File: src/rtl/fract_interp_phase_ctrl_if.sv
// Control, settings, sample-stream and filter-core signals of the interpolator phase scheduler.
interface fract_interp_phase_ctrl_if;
    logic        i_clear;
    logic        i_set_stb;
    logic [7:0]  i_set_addr;
    logic [31:0] i_set_data;
    logic [31:0] i_din_tdata;
    logic        i_din_tvalid;
    logic        o_din_tready;
    logic [31:0] o_shift_data;
    logic        o_shift_stb;
    logic [11:0] o_phase;
    logic        o_calc_stb;
    logic        i_core_rdy;
    logic [31:0] o_rate;
    logic [1:0]  o_state;

    modport master (
        output i_clear, i_set_stb, i_set_addr, i_set_data,
        output i_din_tdata, i_din_tvalid, i_core_rdy,
        input  o_din_tready, o_shift_data, o_shift_stb,
        input  o_phase, o_calc_stb, o_rate, o_state
    );

    modport slave (
        input  i_clear, i_set_stb, i_set_addr, i_set_data,
        input  i_din_tdata, i_din_tvalid, i_core_rdy,
        output o_din_tready, o_shift_data, o_shift_stb,
        output o_phase, o_calc_stb, o_rate, o_state
    );
endinterface

File: src/rtl/fract_interp_phase_ctrl.sv
// Rate scheduler for the 16-tap / 4096-phase fractional interpolator: a 32-bit phase
// accumulator picks the polyphase index per output and decides when to shift in a new sample.
module fract_interp_phase_ctrl #(
    parameter int unsigned NUM_TAPS = 16,
    parameter logic [7:0]  SR_RATE  = 8'd129,
    parameter logic [31:0] RST_INC  = 32'h8000_0000,
    parameter logic [31:0] MIN_INC  = 32'h0010_0000,
    parameter logic [31:0] MAX_INC  = 32'hFFC0_0000
) (
    input logic i_clk,
    input logic i_rst,
    fract_interp_phase_ctrl_if.slave bus
);
    localparam int unsigned CNT_W = (NUM_TAPS > 1) ? $clog2(NUM_TAPS) : 1;

    typedef enum logic [1:0] {
        PRIME = 2'd0,
        CALC  = 2'd1,
        FETCH = 2'd2,
        BAD   = 2'd3
    } state_t;

    state_t             state_q, state_d;
    logic [31:0]        acc_q, acc_d;
    logic [31:0]        inc_q, inc_d;
    logic [CNT_W-1:0]   cnt_q, cnt_d;
    logic [31:0]        shift_data_q, shift_data_d;
    logic               shift_stb_q, shift_stb_d;
    logic [11:0]        phase_q, phase_d;
    logic               calc_stb_q, calc_stb_d;
    logic [32:0]        acc_sum;
    logic               tready_c;
    logic               accept_c;

    // A flush cycle refuses the offered sample so it is not silently lost.
    assign tready_c = ((state_q == PRIME) || (state_q == FETCH)) && !bus.i_clear;
    assign accept_c = tready_c && bus.i_din_tvalid;
    assign acc_sum  = {1'b0, acc_q} + {1'b0, inc_q};

    assign bus.o_din_tready = tready_c;
    assign bus.o_shift_data = shift_data_q;
    assign bus.o_shift_stb  = shift_stb_q;
    assign bus.o_phase      = phase_q;
    assign bus.o_calc_stb   = calc_stb_q;
    assign bus.o_rate       = inc_q;
    assign bus.o_state      = state_q;

    always_ff @(posedge i_clk) begin
        if (i_rst) begin
            state_q      <= PRIME;
            acc_q        <= '0;
            inc_q        <= RST_INC;
            cnt_q        <= '0;
            shift_data_q <= '0;
            shift_stb_q  <= 1'b0;
            phase_q      <= '0;
            calc_stb_q   <= 1'b0;
        end else begin
            state_q      <= state_d;
            acc_q        <= acc_d;
            inc_q        <= inc_d;
            cnt_q        <= cnt_d;
            shift_data_q <= shift_data_d;
            shift_stb_q  <= shift_stb_d;
            phase_q      <= phase_d;
            calc_stb_q   <= calc_stb_d;
        end
    end

    always_comb begin
        state_d      = state_q;
        acc_d        = acc_q;
        inc_d        = inc_q;
        cnt_d        = cnt_q;
        shift_data_d = shift_data_q;
        shift_stb_d  = 1'b0;
        phase_d      = phase_q;
        calc_stb_d   = 1'b0;

        // Rate register is independent of the flush and the FSM.
        if (bus.i_set_stb && (bus.i_set_addr == SR_RATE)) begin
            if (bus.i_set_data < MIN_INC)      inc_d = MIN_INC;
            else if (bus.i_set_data > MAX_INC) inc_d = MAX_INC;
            else                               inc_d = bus.i_set_data;
        end

        if (bus.i_clear) begin
            state_d = PRIME;
            acc_d   = '0;
            cnt_d   = '0;
        end else begin
            case (state_q)
                PRIME: begin
                    if (accept_c) begin
                        shift_stb_d  = 1'b1;
                        shift_data_d = bus.i_din_tdata;
                        if (cnt_q == CNT_W'(NUM_TAPS - 1)) begin
                            state_d = CALC;
                            cnt_d   = '0;
                        end else begin
                            cnt_d = cnt_q + CNT_W'(1);
                        end
                    end
                end
                CALC: begin
                    if (bus.i_core_rdy) begin
                        calc_stb_d = 1'b1;
                        phase_d    = acc_q[31:20];
                        acc_d      = acc_sum[31:0];
                        if (acc_sum[32]) state_d = FETCH;
                    end
                end
                FETCH: begin
                    if (accept_c) begin
                        shift_stb_d  = 1'b1;
                        shift_data_d = bus.i_din_tdata;
                        state_d      = CALC;
                    end
                end
                default: state_d = PRIME;
            endcase
        end
    end
endmodule

File: src/flat_wrapper.sv
// flat-port wrapper written by rule: the top's interface ports become plain ports
module fract_interp_phase_ctrl_flat 
#(
    parameter int unsigned NUM_TAPS = 16,
    parameter logic [7:0]  SR_RATE  = 8'd129,
    parameter logic [31:0] RST_INC  = 32'h8000_0000,
    parameter logic [31:0] MIN_INC  = 32'h0010_0000,
    parameter logic [31:0] MAX_INC  = 32'hFFC0_0000
)
  (i_clk, i_rst, bus_i_clear, bus_i_set_stb, bus_i_set_addr, bus_i_set_data, bus_i_din_tdata, bus_i_din_tvalid, bus_i_core_rdy, bus_o_din_tready, bus_o_shift_data, bus_o_shift_stb, bus_o_phase, bus_o_calc_stb, bus_o_rate, bus_o_state);
  fract_interp_phase_ctrl_if bus_i ();
  input logic i_clk;
  input logic i_rst;
  input wire logic [$bits(bus_i.i_clear)-1:0] bus_i_clear;
  input wire logic [$bits(bus_i.i_set_stb)-1:0] bus_i_set_stb;
  input wire logic [$bits(bus_i.i_set_addr)-1:0] bus_i_set_addr;
  input wire logic [$bits(bus_i.i_set_data)-1:0] bus_i_set_data;
  input wire logic [$bits(bus_i.i_din_tdata)-1:0] bus_i_din_tdata;
  input wire logic [$bits(bus_i.i_din_tvalid)-1:0] bus_i_din_tvalid;
  input wire logic [$bits(bus_i.i_core_rdy)-1:0] bus_i_core_rdy;
  output wire logic [$bits(bus_i.o_din_tready)-1:0] bus_o_din_tready;
  output wire logic [$bits(bus_i.o_shift_data)-1:0] bus_o_shift_data;
  output wire logic [$bits(bus_i.o_shift_stb)-1:0] bus_o_shift_stb;
  output wire logic [$bits(bus_i.o_phase)-1:0] bus_o_phase;
  output wire logic [$bits(bus_i.o_calc_stb)-1:0] bus_o_calc_stb;
  output wire logic [$bits(bus_i.o_rate)-1:0] bus_o_rate;
  output wire logic [$bits(bus_i.o_state)-1:0] bus_o_state;
  assign bus_i.i_clear = bus_i_clear;
  assign bus_i.i_set_stb = bus_i_set_stb;
  assign bus_i.i_set_addr = bus_i_set_addr;
  assign bus_i.i_set_data = bus_i_set_data;
  assign bus_i.i_din_tdata = bus_i_din_tdata;
  assign bus_i.i_din_tvalid = bus_i_din_tvalid;
  assign bus_i.i_core_rdy = bus_i_core_rdy;
  assign bus_o_din_tready = bus_i.o_din_tready;
  assign bus_o_shift_data = bus_i.o_shift_data;
  assign bus_o_shift_stb = bus_i.o_shift_stb;
  assign bus_o_phase = bus_i.o_phase;
  assign bus_o_calc_stb = bus_i.o_calc_stb;
  assign bus_o_rate = bus_i.o_rate;
  assign bus_o_state = bus_i.o_state;
  fract_interp_phase_ctrl #(.NUM_TAPS(NUM_TAPS), .SR_RATE(SR_RATE), .RST_INC(RST_INC), .MIN_INC(MIN_INC), .MAX_INC(MAX_INC)) u_core (.i_clk(i_clk), .i_rst(i_rst), .bus(bus_i));
endmodule
File: config.mk
export PLATFORM = sky130hd
export DESIGN_NAME = fract_interp_phase_ctrl_flat
export DESIGN_NICKNAME = d
export VERILOG_FILES = /design/src/rtl/fract_interp_phase_ctrl_if.sv /design/src/rtl/fract_interp_phase_ctrl.sv /design/src/flat_wrapper.sv
export SDC_FILE = /design/constraint.sdc
export NUM_CORES = 1
export LEC_CHECK = 0
export BUFFER_PORTS_ARGS = -buffer_cell sky130_fd_sc_hd__buf_2
export CORE_MARGIN = 4
export CORE_UTILIZATION = 30
export DETAILED_ROUTE_END_ITERATION = 8
export SYNTH_ARGS = -nofsm -noshare
export SYNTH_HDL_FRONTEND = slang
export SYNTH_SLANG_ARGS = --single-unit
File: constraint.sdc
create_clock -name i_clk -period 5.9 [get_ports i_clk]
set_clock_uncertainty 0.1 [all_clocks]
set_input_delay 1.18 -clock i_clk [delete_from_list [all_inputs] [get_ports i_clk]]
set_output_delay 1.18 -clock i_clk [all_outputs]
set_load 0.02 [all_outputs]
==> run summary, run 1 <==
Status: finished, final reports clean
Worst vdd ir: 196 uV
Overall Global Routing Usage: 0.168
Final design utilization: 0.391
IO Pins: 159
RSZ-0062 raised after global routing: no
Pins Over Slew Limit: 0
Reg area: 0.00232 mm^2
Ys flop type: dfxtp_1
Fmax: 340 MHz
Asr flop ratio synth: 0
Maximum capacitance violations: 0
Syn_area_per_cell: 8.07 um^2
Via count: 6032
CTS Buffer Depth: 2
Clock sink count: 116
Post-Syn Area: 0.00609 mm^2
Leakage power: 3.44 nW
WL/cell: 16.0 um
DRC Markers: 0
Total CTS buffers: 17
Starting Density: 0.309
Synth Area in Simple Gates: 0.239
Postcts setup bufs: 0
Row count: 51
Cells along the critical path: buf_2, nor4_1, nand4_1, o41ai_1, and2_1, a22oi_1, nor2_1
R2r startpoint: u_core.bus.o_rate[0]
Cell at the slowest stage of the critical path: and2_1
Compound-Gate Fraction of Synth Area: 0.241
Core Region: 0.0197 mm^2
Fill count: 2068
Area taken by multi-input logic gates: 0.00356 mm^2
Hold buffer count at CTS: 0
Sequential area share after synthesis: 0.382
Endpoints failing setup: 0
Most frequent cells in the layout: buf_2 (158), nand2_1 (141), dfxtp_1 (116)
Post-synth EDFFs: 0
First-pass GRT wire length: 30.3 mm
PortBufs: 158
Post-Layout Cell Count: 1174
HP Class: reg -> reg
Initial antenna violation count: 1
CP startpoint kind: primary input
Hold Violations, Final: 0
NumNets Final: 1007
Synth Area in Adders: 0.0711
CTS clock-pin slew for the worst setup and hold paths: 0.05 ns
Post-placement cell count: 1141
CP peak stage delay: 0.70 ns
Unique masters post-synth: 65
Multiplexer share of the synthesized area: 0.0148
Vias in the first global route: 5792
Ys Warns: 0
Via/cell ratio: 5.14
CTS tree: yes
Worst hold margin: 0.350 ns
Largest family of logic cells by synthesized area: compound AO/OA/AOI/OAI gates
Mapped Nets: 866
Clock Latency Late Sink: 0.41 ns
Setup Crit Path Kind: in -> reg
GPL Wtd Cong: 0.838
Router iterations before antenna repair: 5
Layout area overhead: 26.7%
Post-Synth XOR/XNOR Area: 0.0187
Antenna Nets Post-Route: 0
Synth Instances: 754
Minimum clock period: 2.94 ns
CTS H-tree lvls: 4
Period utilization: 0.498
Die Ht: 150 um
DR iter-0 viols: 451
Largest net degree at the start of global routing: 78
Most common cell after layout, fill and taps aside: buf_2
Pwr/cell area: 258 mW/mm^2
Die width: 150 um
CTS Root Cell: clkbuf_16
Worst-Margin Slew: 1.11 ns
Total global routing overflow: 0
Tot Pwr: 1.99 mW
DP HPWL: 13.8 mm
CP Capture Type: register
Worst rel slew slack: 0.259
Worst EP arrival: 3.18 ns
Setup TNS: 0 ns
Hold_sp: u_core.bus.o_phase[2]
Final wirelength: 18.8 mm
Seq cells post-synth: 116
Setup crit start: bus_i_set_data[16]
Die area: 0.0226 mm^2
Max FO, Critical Path: 21
CP Data Required Time: 6.14 ns
Layout cells sized above 1: 0.236
Post-CTS sizing: 0
## logic make-up (layout without fill, tap and decap cells)
group           after synthesis  in the layout
simple gates                311            311
flops                       116            116
xor+xnor                     13             13
fa+ha+maj                    34             34
mux                           9              9
buf+inv                      52            206
compound gates              219            219
other cells                   0              1
## sequential cells by signal, indices dropped and copies added, names as in the netlist
signal / cells
u_core.acc_q: 32
u_core.bus.o_shift_stb: 1
u_core.cnt_q: 4
u_core.bus.o_phase: 12
u_core.bus.o_rate: 32
u_core.bus.o_state: 2
u_core.bus.o_calc_stb: 1
u_core.bus.o_shift_data: 32
## per-layer routing
metal  track usage  vias up  share of wire  wire length (um)
li1              -     3022              -                 -
met1         0.221     2825           0.46              8620
met2         0.270      151           0.47              8840
met3        0.0443       32          0.054              1010
met4        0.0522        2          0.018               338
met5             0        -        0.00037                 7
## power by group
group | total, mW | switching [mW] | internal (mW)
logic | 0.101 | 0.0651 | 0.0361
clock network | 1.09 | 0.365 | 0.726
registers | 0.800 | 0.00501 | 0.795
## final timing paths
path / endpoint / slack [ns] / cells past startpoint
setup reg to reg: u_core.bus.o_state[1] / 3.12 / 9
hold reg to reg: u_core.bus.o_phase[2] / 0.35 / 2
hold / removal: u_core.bus.o_phase[2] / 0.35 / 2
setup / recovery: u_core.bus.o_rate[1] / 2.96 / 7
## synthesized netlist by cell type, drive strengths merged, types with 4 or more instances
| library cell | instances | area [um^2] |
|---|---|---|
| nand2b | 4 | 25.0 |
| nand4 | 12 | 96.3 |
| a21o | 20 | 150 |
| nor3 | 12 | 65.1 |
| o2111ai | 6 | 52.6 |
| a21oi | 91 | 463 |
| buf | 11 | 50.0 |
| ha | 33 | 413 |
| o21bai | 5 | 48.8 |
| o21ai | 24 | 124 |
| nand3 | 30 | 150 |
| xor2 | 6 | 52.6 |
| inv | 10 | 37.5 |
| o21a | 9 | 67.6 |
| xnor2 | 7 | 61.3 |
| or4 | 4 | 30.0 |
| o211ai | 10 | 85.1 |
| and3 | 10 | 62.6 |
| dfxtp | 116 | 2320 |
| a211oi | 5 | 55.1 |
| nor2 | 61 | 244 |
| mux2i | 9 | 90.1 |
| nor4 | 9 | 56.3 |
| or3 | 8 | 51.3 |
| a31oi | 7 | 43.8 |
| clkbuf | 31 | 116 |
| nand2 | 141 | 529 |
| nand3b | 7 | 52.6 |
| a22oi | 21 | 158 |
## critical path: cells and delay by family
family,cells,cell delay (ns)
compound gates,2,0.45
buf+inv,1,0.10
simple gates,4,1.45
## area by class of cell
class,count,area share
multi-input cells,586,0.462
clock buffers,22,0.0602
diodes,1,0.000324
repair buffers,164,0.108
flip-flops and latches,116,0.301
well taps,265,0.0430
clock inverters,10,0.0200
inverters,10,0.00487
## stage by stage
step                      setup slack (ns)  cell area [um^2]
final                                 2.96              7710
after global routing                  2.75              7710
after CTS                             2.95              7710
after detailed placement              2.52              7090
after global placement                2.52              7090
after floorplan                       3.11              6090
(Power assumes the default switching activity.)
==> run 2: changes to the inputs <==
- clock period: 5.9 -> 3.1 ns (I/O delays scaled with it)
==> run summary, run 2 (synthesis gave the netlist of run 1 again) <==
Status: finished, final reports clean
CTS Buffer Depth: 2 (unchanged)
Initial antenna violation count: 0 (-1)
Leakage power: 3.44 nW (+0.22%)
Postcts setup bufs: 0 (unchanged)
Die width: 150 um (unchanged)
Total global routing overflow: 0 (unchanged)
Fraction of power consumed by the clock network: 0.539 (-0.009)
Starting Density: 0.309 (unchanged)
Endpoints failing setup: 0 (unchanged)
Hold buffer count at CTS: 0 (unchanged)
NumNets Final: 1013 (+0.60%)
Most frequent cells in the layout: buf_2 (158), nand2_1 (141), dfxtp_1 (116)
Internal cell power: 2.90 mW (+87%)
Antenna Nets Post-Route: 0 (unchanged)
Comb power frac: 0.052 (about the same)
Minimum clock period: 2.60 ns
Hold Violations, Final: 0 (unchanged)
Worst hold margin: 0.334 ns (-0.0156 ns)
Post-CTS sizing: 0 (unchanged)
Vias in the first global route: 5686 (-1.8%)
Row count: 51 (unchanged)
Router iterations before antenna repair: 7 (+2)
RSZ-0062 raised after global routing: no
Period utilization: 0.840
Via/cell ratio: 5.05 (-1.6%)
Worst vdd ir: 339 uV (+73%)
Core Region: 0.0197 mm^2 (unchanged)
HP Class: in -> reg
Worst hold stages: 3 (+1)
CP Capture Type: register
Clock sink count: 116 (unchanged)
Sw Share: 0.219 (about the same)
Worst rel slew slack: 0.438 (+0.178)
Max FO, Critical Path: 4 (-81%)
CP peak stage delay: 0.44 ns (-0.26 ns)
Pre-CTS WS: 0.521 ns (-2.00 ns)
R2r worst-path depth: 9 (unchanged)
Die area: 0.0226 mm^2 (unchanged)
Clock Latency Late Sink: 0.41 ns (about the same)
DRC Markers: 0 (unchanged)
Reg2reg setup slack: 0.50 ns (-2.62 ns)
Pins Over Slew Limit: 0 (unchanged)
Total CTS buffers: 17 (unchanged)
Final wirelength: 18.8 mm (-0.13%)
Cell at the slowest stage of the critical path: fa_1
Worst EP arrival: 2.77 ns (-0.41 ns)
Post-Layout Cell Count: 1178 (+0.34%)
Post-placement cell count: 1147 (+0.53%)
Layout cells sized above 1: 0.240 (+0.00419)
CP startpoint kind: register
Cells along the critical path: ha_1, fa_1, a211oi_2, nor3_2, o2111ai_1, nand4_2, a41oi_2, o21a_1, nor3_1
WL/cell: 15.9 um (-0.47%)
Layout area overhead: 27.4%
DR iter-0 viols: 392 (-13%)
Worst Setup Slack, final: 0.496 ns (-2.47 ns)
Switching power: 812 uW (+87%)
Largest net degree at the start of global routing: 77 (-1.3%)
Fmax: 384 MHz
First-pass GRT wire length: 29.8 mm (-1.7%)
CTS Root Cell: clkbuf_16
Diode count: 0 (-1)
Setup TNS: 0 ns (unchanged)
Pwr/cell area: 479 mW/mm^2 (+86%)
Maximum capacitance violations: 0 (unchanged)
Overall Global Routing Usage: 0.167 (-0.00129)
Via count: 5953 (-1.3%)
Setup Crit Path Kind: reg -> reg
Die Ht: 150 um (unchanged)
Seq pwr share: 0.410 (+0.008)
Most common cell after layout, fill and taps aside: buf_2
GPL Wtd Cong: 0.885 (+5.7%)
CTS clock-pin slew for the worst setup and hold paths: 0.06 ns (about the same)
DP HPWL: 14.0 mm (+1.8%)
CP Data Required Time: 3.26 ns (-2.88 ns)
PortBufs: 158 (unchanged)
Worst-Margin Slew: 0.844 ns (-0.267 ns)
CTS tree: yes
IO Pins: 159 (unchanged)
Fill count: 2026 (-2.0%)
Final design utilization: 0.393 (+0.00203)
CTS H-tree lvls: 4 (unchanged)
run 2: stage by stage:
step / power, mW / instance area [um^2]
finish: 3.72 / 7750
global route: 3.86 / 7750
CTS: 3.77 / 7750
global placement: 1.75 / 7150
detailed placement: 1.75 / 7150
floorplan: 1.65 / 6090
run 2: per-layer routing:
layer  routed length (um)  vias up  part of all wire  GRT usage
met5                    0        -                 0          0
met3                  891       20             0.047     0.0394
met4                  238        0             0.013     0.0526
met2                 8790      147              0.47      0.263
met1                 8870     2757              0.47      0.227
li1                     -     3029                 -          -
run 2: critical path, delay by kind of cell (launching register included):
kind            cells  cell delay [ns]
compound gates      4             0.99
fa+ha+maj           2             0.67
flops               1             0.33
simple gates        3             0.35
run 2: path summary, 6_finish.rpt:
path / from / endpoint
worst max-delay path: u_core.bus.o_rate[0] / u_core.bus.o_state[1]
worst min-delay path: bus_i_din_tdata[14] / u_core.bus.o_shift_data[14]
worst max register to register: u_core.bus.o_rate[0] / u_core.bus.o_state[1]
worst min register to register: u_core.bus.o_shift_data[26] / u_core.bus.o_shift_data[26]
run 2: power groups by stage:
stage / sequential, mW / clock, mW / combinational [mW]
finish: 1.52 / 2.00 / 0.192
global route: 1.52 / 2.12 / 0.212
global placement: 1.55 / 0 / 0.193
detailed placement: 1.55 / 0 / 0.194
CTS: 1.52 / 2.05 / 0.194
floorplan: 1.58 / 0 / 0.0668
run 2: area by class of cell:
type,instances,area [um^2],share of cell area
timing repair buffer,170,893,0.115
multi-input combinational,586,3560,0.460
inverter,10,37.5,0.00484
clock inverter,8,125,0.0161
tap,265,332,0.0428
sequential,116,2320,0.300
clock buffer,23,478,0.0617
==> run 3: changes to the inputs <==
- clock period: 3.1 -> 2.3 ns (I/O delays scaled with it)
==> run summary, run 3 (synthesis gave the netlist of run 1 again) <==
Status: complete, but fails checks
Failing checks: setup timing
Post-placement cell count: 1229 (+7.1%)
CP startpoint kind: register
NumNets Final: 1101 (+8.7%)
Post-Layout Cell Count: 1267 (+7.6%)
Row count: 51 (unchanged)
Hold Violations, Final: 0 (unchanged)
Worst Setup Slack, final: -0.0564 ns (-0.552 ns)
Total CTS buffers: 17 (unchanged)
DR iter-0 viols: 462 (+18%)
CTS clock-pin slew for the worst setup and hold paths: 0.06 ns (about the same)
Hold buffer count at CTS: 0 (unchanged)
Starting Density: 0.309 (unchanged)
Max FO, Critical Path: 4 (unchanged)
GPL Wtd Cong: 0.893 (+0.90%)
Pwr/cell area: 567 mW/mm^2 (+18%)
Total global routing overflow: 0 (unchanged)
Clock sink count: 116 (unchanged)
Vias in the first global route: 5927 (+4.2%)
IO Pins: 159 (unchanged)
Antenna Nets Post-Route: 0 (unchanged)
CTS tree: yes
CP Capture Type: register
Pre-CTS WS: -0.201 ns (-0.721 ns)
Most common cell after layout, fill and taps aside: buf_2
DP HPWL: 15.2 mm (+8.5%)
Minimum clock period: 2.36 ns (-0.248 ns)
Die Ht: 150 um (unchanged)
HP Class: in -> reg
Die width: 150 um (unchanged)
Via count: 6399 (+7.5%)
CTS Root Cell: clkbuf_16
Setup Crit Path Kind: reg -> reg
Worst rel slew slack: 0.639 (+0.202)
CP Data Required Time: 2.51 ns (-0.75 ns)
Core Region: 0.0197 mm^2 (unchanged)
WL/cell: 16.2 um (+1.3%)
Clock Latency Late Sink: 0.43 ns (+0.02 ns)
Worst vdd ir: 476 uV (+41%)
Router iterations before antenna repair: 5 (-2)
Leakage power: 3.93 nW (+14%)
PortBufs: 158 (unchanged)
Via/cell ratio: 5.05 (about the same)
DRC Markers: 0 (unchanged)
CTS Buffer Depth: 2 (unchanged)
Final wirelength: 20.5 mm (+9.0%)
RSZ-0062 raised after global routing: yes
Layout area overhead: 44.1%
Endpoints failing setup: 6 (+6)
Pins Over Slew Limit: 0 (unchanged)
Most frequent cells in the layout: buf_2 (158), nand2_1 (139), dfxtp_1 (108)
Worst EP arrival: 2.57 ns (-0.20 ns)
Fmax: 424 MHz (+11%)
CTS H-tree lvls: 4 (unchanged)
Period utilization: 1.02 (+0.184)
Layout cells sized above 1: 0.362 (+0.122)
Worst-Margin Slew: 0.527 ns (-0.316 ns)
Initial antenna violation count: 0 (unchanged)
Overall Global Routing Usage: 0.173 (+0.00624)
Diode count: 0 (unchanged)
Fill count: 1925 (-5.0%)
First-pass GRT wire length: 30.9 mm (+3.4%)
Die area: 0.0226 mm^2 (unchanged)
Maximum capacitance violations: 0 (unchanged)
Largest net degree at the start of global routing: 45 (-42%)
==> run 3: changes by cell type in the layout (fill, tap and decap cells not counted), moves of 5 or more <==
cell and change:
buf_4 +83, ha_1 -15, ha_4 +11, dfxtp_1 -8
dfxtp_2 +7, a21oi_1 -6, a21oi_2 +6, o21ai_2 +5
==> run 3: cell type report <==
class / instances / area (um^2) / area share
clock buffer: 18 / 439 / 0.0501
inverter: 10 / 37.5 / 0.00428
sequential: 116 / 2330 / 0.266
multi-input combinational: 586 / 3890 / 0.444
clock inverter: 14 / 153 / 0.0174
timing repair buffer: 258 / 1580 / 0.180
tap: 265 / 332 / 0.0378
==> run 3: repair_timing <==
item | 4_1_cts | 5_1_grt
hold endpoints to repair | 0 | 0
gates resized for setup | 8 | 61
pin swaps | 14 | 25
buffers inserted | 3 | 3
endpoints found under the setup margin | 9 | 21
==> run 3: per-layer routing <==
layer / part of all wire / vias to the layer above / track usage / routed length, um
met2: 0.47 / 178 / 0.276 / 9670
met3: 0.049 / 24 / 0.0349 / 1000
met5: 0 / - / 0 / 0
li1: - / 3205 / - / -
met4: 0.015 / 0 / 0.0549 / 317
met1: 0.46 / 2992 / 0.236 / 9490
==> run 3: critical path, cell delays in order, from the launching register on <==
cell       delay [ns]
dfxtp_2          0.33
ha_4             0.17
fa_2             0.39
a211oi_4         0.29
nor3_4           0.09
o2111ai_4        0.25
nand4_4          0.15
a41oi_2          0.26
or4_1            0.16
nand3_1          0.06
==> run 3: path summary, 6_finish.rpt <==
path / startpoint / endpoint / slack (ns) / cells after the start
max: u_core.bus.o_rate[0] / u_core.acc_q[28] / -0.06 / 9
min: bus_i_din_tdata[21] / u_core.bus.o_shift_data[21] / 0.17 / 3
max reg2reg: u_core.bus.o_rate[0] / u_core.acc_q[28] / -0.06 / 9
min reg2reg: u_core.bus.o_phase[6] / u_core.bus.o_phase[6] / 0.35 / 2
==> run 3: per-stage QoR <==
stage	power [mW]	util	TNS (ns)	hold slack [ns]	area [um^2]
after floorplan	2.22	-	-0.0684	0.336	6100
after global placement	2.37	0.395	-1.73	0.339	7790
after detailed placement	2.37	0.395	-1.96	0.343	7790
after CTS	5.01	0.429	-0.0564	0.155	8470
after global routing	5.14	0.445	-1.19	0.170	8770
final	4.97	0.445	-0.273	0.165	8770
==> run 3: power breakdown <==
part,total [mW],internal (mW),switching (mW)
Sequential,2.05,2.04,0.0126
Combinational,0.275,0.104,0.170
Clock,2.65,1.63,1.02
Total,4.97,3.77,1.20
